**src/rtl/seq_differencer_pkg.sv**
```systemverilog
// Shared types for the running-sum differencer.
// Included first so the interface and datapath agree on defaults.
package seq_differencer_pkg;

    typedef enum logic [1:0] {
        IDLE,
        RUN,
        DRAIN
    } seqd_state_t;

    localparam int WIDTH_DEF = 8;

endpackage

```
**src/rtl/seq_differencer_if.sv**
```systemverilog
// Stream bundle for the differencer.
// Carries the sum input side, the difference output side and the error flag.
interface seq_differencer_if
    import seq_differencer_pkg::*;
#(
    parameter int WIDTH = WIDTH_DEF
);

    logic             in_valid;
    logic             in_ready;
    logic [WIDTH-1:0] in_sum;
    logic             in_first;
    logic             out_valid;
    logic             out_ready;
    logic [WIDTH-1:0] out_diff;
    logic             out_last;
    logic             frame_err;

    modport master (
        output in_valid, in_sum, in_first, out_ready,
        input  in_ready, out_valid, out_diff, out_last, frame_err
    );

    modport slave (
        input  in_valid, in_sum, in_first, out_ready,
        output in_ready, out_valid, out_diff, out_last, frame_err
    );

endinterface

```
**src/rtl/seq_differencer_sub.sv**
```systemverilog
// Modular subtractor, companion of the accumulator's adder.
// Wraps mod 2^WIDTH so it exactly undoes adder overflow.
module sub_nbit #(
    parameter int WIDTH = 8
) (
    input  logic [WIDTH-1:0] a_i,
    input  logic [WIDTH-1:0] b_i,
    output logic [WIDTH-1:0] diff_o
);

    assign diff_o = a_i - b_i;

endmodule

```
**src/rtl/seq_differencer.sv**
```systemverilog
// Recovers A[n] = S[n] - S[n-1] from a framed running-sum stream.
// One registered output stage, one sample per clock.
module seq_differencer
    import seq_differencer_pkg::*;
#(
    parameter int WIDTH     = WIDTH_DEF,
    parameter int FRAME_LEN = 16
) (
    input  logic               clk,
    input  logic               reset,
    seq_differencer_if.slave   bus
);

    seqd_state_t      state_q;
    logic [WIDTH-1:0] prev_q;
    logic [WIDTH-1:0] diff_q;
    logic [WIDTH-1:0] diff_d;
    logic [WIDTH-1:0] base;
    logic [7:0]       cnt_q;
    logic [7:0]       cnt_d;
    logic             vld_q;
    logic             last_q;
    logic             err_q;
    logic             last_d;
    logic             start;
    logic             accept;
    logic             take;

    assign bus.in_ready = reset && (state_q != DRAIN)
                        && (!vld_q || bus.out_ready);

    assign accept = bus.in_valid && bus.in_ready;
    assign take   = vld_q && bus.out_ready;

    // IDLE always begins a frame, even without in_first
    assign start  = (state_q == IDLE) || bus.in_first;
    assign base   = start ? '0 : prev_q;
    assign cnt_d  = start ? 8'd1 : cnt_q + 8'd1;
    assign last_d = (cnt_d == 8'(FRAME_LEN));

    sub_nbit #(
        .WIDTH (WIDTH)
    ) u_sub (
        .a_i    (bus.in_sum),
        .b_i    (base),
        .diff_o (diff_d)
    );

    always_ff @(posedge clk) begin
        if (!reset) begin
            state_q <= IDLE;
            prev_q  <= '0;
            cnt_q   <= '0;
            vld_q   <= 1'b0;
            diff_q  <= '0;
            last_q  <= 1'b0;
            err_q   <= 1'b0;
        end else begin
            if (take)
                vld_q <= 1'b0;
            if (accept) begin
                vld_q   <= 1'b1;
                diff_q  <= diff_d;
                last_q  <= last_d;
                prev_q  <= bus.in_sum;
                cnt_q   <= cnt_d;
                state_q <= last_d ? DRAIN : RUN;
                if (state_q == RUN && bus.in_first)
                    err_q <= 1'b1;
            end else if (state_q == DRAIN && take && last_q) begin
                state_q <= IDLE;
                prev_q  <= '0;
                cnt_q   <= '0;
            end
        end
    end

    assign bus.out_valid = vld_q;
    assign bus.out_diff  = diff_q;
    assign bus.out_last  = last_q;
    assign bus.frame_err = err_q;

endmodule

```
**src/flat_wrapper.sv**
```systemverilog
// flat-port wrapper written by rule: the top's interface ports become plain ports
module seq_differencer_flat import seq_differencer_pkg::*;
#(
    parameter int WIDTH     = WIDTH_DEF,
    parameter int FRAME_LEN = 16
)
  (clk, reset, bus_in_valid, bus_in_sum, bus_in_first, bus_out_ready, bus_in_ready, bus_out_valid, bus_out_diff, bus_out_last, bus_frame_err);
  seq_differencer_if #(.WIDTH(WIDTH)) bus_i ();
  input  logic clk;
  input  logic reset;
  input wire logic [$bits(bus_i.in_valid)-1:0] bus_in_valid;
  input wire logic [$bits(bus_i.in_sum)-1:0] bus_in_sum;
  input wire logic [$bits(bus_i.in_first)-1:0] bus_in_first;
  input wire logic [$bits(bus_i.out_ready)-1:0] bus_out_ready;
  output wire logic [$bits(bus_i.in_ready)-1:0] bus_in_ready;
  output wire logic [$bits(bus_i.out_valid)-1:0] bus_out_valid;
  output wire logic [$bits(bus_i.out_diff)-1:0] bus_out_diff;
  output wire logic [$bits(bus_i.out_last)-1:0] bus_out_last;
  output wire logic [$bits(bus_i.frame_err)-1:0] bus_frame_err;
  assign bus_i.in_valid = bus_in_valid;
  assign bus_i.in_sum = bus_in_sum;
  assign bus_i.in_first = bus_in_first;
  assign bus_i.out_ready = bus_out_ready;
  assign bus_in_ready = bus_i.in_ready;
  assign bus_out_valid = bus_i.out_valid;
  assign bus_out_diff = bus_i.out_diff;
  assign bus_out_last = bus_i.out_last;
  assign bus_frame_err = bus_i.frame_err;
  seq_differencer #(.WIDTH(WIDTH), .FRAME_LEN(FRAME_LEN)) u_core (.clk(clk), .reset(reset), .bus(bus_i));
endmodule
```
**config.mk**
```make
export PLATFORM = sky130hd
export DESIGN_NAME = seq_differencer_flat
export DESIGN_NICKNAME = d
export VERILOG_FILES = /design/src/rtl/seq_differencer_pkg.sv /design/src/rtl/seq_differencer_if.sv /design/src/rtl/seq_differencer_sub.sv /design/src/rtl/seq_differencer.sv /design/src/flat_wrapper.sv
export SDC_FILE = /design/constraint.sdc
export NUM_CORES = 1
export LEC_CHECK = 0
export ABC_AREA = 1
export CAP_MARGIN = 5
export CORE_UTILIZATION = 28
export DETAILED_ROUTE_END_ITERATION = 10
export PLACE_DENSITY = 0.58
export SYNTH_ARGS = -nofsm -noshare
export SYNTH_HDL_FRONTEND = slang
export SYNTH_SLANG_ARGS = --single-unit
export TNS_END_PERCENT = 30
```
**constraint.sdc**
```tcl
create_clock -name clk -period 1.9 [get_ports clk]
set_input_delay 0.38 -clock clk [delete_from_list [all_inputs] [get_ports clk]]
set_output_delay 0.38 -clock clk [all_outputs]
set_load 0.02 [all_outputs]
```
==> flow_metrics.env <==
export IMPL_die_y_um=79.1
export IMPL_tightest_slew_ps=243
export IMPL_die_w_um=79.1
export IMPL_cts_sinks=29
export IMPL_critPathRequiredTime_ps=2080
export IMPL_cp_num_buf_inv=3
export IMPL_fin_nets=304
export IMPL_synth_area_leader_cell="dfxtp_1"
export IMPL_core_area_um2=5610
export IMPL_reg2reg_slack_ps=50
export IMPL_syn_nets=255
export IMPL_timing_final_crit_share_pct=97.2
export IMPL_grt_overflow=0
export IMPL_antenna_left=0
export IMPL_timing_rr_start="u_core.state_q[1]"
export IMPL_grt_pass1_wl_mm=6.84
export IMPL_stdcell_count=355
export IMPL_drc=0
export IMPL_clk_latency_ps=290
export IMPL_critPathTopFamily="adder cells"
export IMPL_path_max_fanout=3
export IMPL_pin_count=25
export IMPL_drive_above_1_share_pct=23.3
export IMPL_cts_clk_slew_worst_paths_ps=70
export IMPL_ys_types=27
export IMPL_synthFlopType="dfxtp_1"
export IMPL_min_path_cells=2
export IMPL_start_kind="flip-flop"
export IMPL_grt_pass1_vias=1564
export IMPL_finClkSkew_ps=3.96
export IMPL_netlist_area_leader_share_pct=34.9
export IMPL_ys_ff_latch=29
export IMPL_routed_via_density=4.54
export IMPL_power_density_nw_per_um2=651
export IMPL_start_util_pct=29.7
export IMPL_rr_worst_depth=14
export IMPL_std_cell_rows=27
export IMPL_first_pass_iters=4
export IMPL_clockBufferDepth=2
export IMPL_holdBufCountCts=0
export IMPL_drt_iter0_drc=88
export IMPL_place_gp_congestion=0.805
export IMPL_syn_cell_area_um2=1660
export IMPL_cp_cell_sequence="nor2_4 > nor2_8 > inv_2 > nor2_2 > ha_2 > inv_2 > fa_2 > nand3_2 > nand2_2 > nand2_1 > nand2_1 > xor2_1 > o21ai_1 > inv_1"
export IMPL_p_leak_uw=0.000953
export IMPL_rsz0062_at_grt="true"
export IMPL_avgSynthCellArea_um2=7.14
export IMPL_outcome="finished clean"
export IMPL_ys_async_sr_fraction_pct=0
export IMPL_critPathKind="flip-flop to flip-flop"
export IMPL_hold_viol=0
export IMPL_cpPeakStageDelay_ps=360
export IMPL_post_synth_top_count_cell="nand2_1"
export IMPL_min_to="u_core.bus.frame_err"
export IMPL_rr_endpoint="u_core.bus.out_diff[6]"
export IMPL_synth_area_top_cells="dfxtp_1 35%, nand2_1 14%, a21oi_1 9.0%"
export IMPL_nFillCells=606
export IMPL_max_freq_mhz=542
export IMPL_crit_arrival_ps=2030
export IMPL_antenna_found_initial=0
export IMPL_grt_usage_pct=14.1
export IMPL_setup_violations=0
export IMPL_port_buffers=24
export IMPL_syn2layout_area_growth_pct=39.1
export IMPL_min_path_type="flip-flop to flip-flop"
export IMPL_vdd_drop_max_mv=0.359
export IMPL_slew_headroom_pct=83.8
export IMPL_root_buffer="clkbuf_8"
export IMPL_holdCritStartpoint="u_core.bus.frame_err"
export IMPL_max_cap_violations=0
export IMPL_grt_max_degree=18
export IMPL_yosysSeqAreaShare_pct=34.9
export IMPL_diodes=0
export IMPL_finalCriticalPeriod_ps=1850
export IMPL_htree_levels=2
export IMPL_synth_enable_flop_cells=0
export IMPL_cts_buffers=5
export IMPL_dp_cells=346
export IMPL_die_area_um2=6250
export IMPL_ys_warn_count=0
export IMPL_wl_mm=3.85
export IMPL_cts_tree="built"
export IMPL_synth_commonest_cells="62 x nand2_1, 30 x a21oi_1, 29 x dfxtp_1"
export IMPL_num_vias=1611
export IMPL_finalSetupTns_ps=0
export IMPL_maxSlewViolCount=0
export IMPL_wl_per_cell_um=10.9
export IMPL_synthCells=233
export IMPL_crit_slowest_cell="fa_2"
export IMPL_dpl_hpwl_mm=2.88
export IMPL_crit_path_end_kind="flip-flop"
[per-layer routing]
| layer | vias up | GRT usage (%) | part of all wire [%] |
|---|---|---|---|
| met3 | 7 | 3.56 | 2.7 |
| li1 | 853 | - | - |
| met1 | 735 | 17.2 | 47 |
| met4 | 0 | 5.45 | 1.6 |
| met5 | - | 0 | 0 |
| met2 | 16 | 23.5 | 48 |
[timing repair]
action                     in CTS  in global routing
gates resized for setup         6                 19
setup endpoints to repair       7                  6
cloned                          0                  0
pin swaps                       0                  5
buffers inserted                0                  1
[sequential cells by signal (all words and copies together) (netlist names)]
signal	flops
u_core.bus.out_last	1
u_core.state_q	2
u_core.bus.out_valid	1
u_core.bus.frame_err	1
u_core.cnt_q	8
u_core.bus.out_diff	8
u_core.prev_q	8
[worst min-delay path, cell delays in order (launching register included)]
cell and delay (ps):
dfxtp_1 310, inv_1 40, a21oi_1 50
[power by group]
part	internal [µW]	switching (µW)
Clock	327	247
Combinational	139	144
Sequential	633	14.1
[cells by family (layout without fill, tap and decap cells)]
family / after synthesis / count (layout) / share of synthesized area [%]
AOI/OAI and AO/OA: 43 / 43 / 14.3
xor gates and xnor gates: 5 / 5 / 2.63
and+or+nand+nor: 113 / 113 / 31.8
buffers and inverters: 34 / 84 / 9.18
DFF: 29 / 29 / 34.9
adders and majority gates: 9 / 9 / 7.22
[cells in the final DEF, fill, tap and decap left out, drive strengths merged, types with 2 or more instances in the layout]
master and instances:
nand2 63, a21oi 32, dfxtp 29, buf 26, inv 26, nor2 24, clkdlybuf4s50 22, nand3 19
o21ai 8, ha 8, clkbuf 7, nand4 5, a21o 3, xnor2 3, xor2 2, clkdlybuf4s15 2
[worst max-delay path by stage]
stage          slack, ps                      to  cells after the start               from
3_3_place_gp        -550  u_core.bus.out_diff[6]                     14       bus_in_first
5_1_grt             -100  u_core.bus.out_diff[6]                     14  u_core.state_q[1]
4_1_cts                2  u_core.bus.out_diff[6]                     14  u_core.state_q[0]
6_report              50  u_core.bus.out_diff[6]                     14  u_core.state_q[1]
3_5_place_dp        -570  u_core.bus.out_diff[6]                     14       bus_in_first
2_1_floorplan         30  u_core.bus.out_diff[6]                     14  u_core.state_q[1]
[per-stage QoR]
stage	setup slack, ps	hold WS, ps	cell area (µm²)	power (µW)	util [%]
final	53.4	447	2310	1500	41.2
after global routing	-100	472	2310	1580	41.2
after CTS	1.71	451	2250	1510	40.1
after detailed placement	-567	441	2140	929	38.2
after global placement	-551	438	2140	928	38.2
after floorplan	25.4	439	1670	803	-
[area by class of cell]
cell class | count | area, µm² | area share [%]
multi-input combinational | 170 | 991 | 42.9
sequential | 29 | 583 | 25.2
timing repair buffer | 50 | 449 | 19.4
inverter | 26 | 97.6 | 4.22
clock buffer | 7 | 96.3 | 4.17
tap | 72 | 90.1 | 3.90
clock inverter | 1 | 5.00 | 0.216
(Power assumes the default switching activity.)
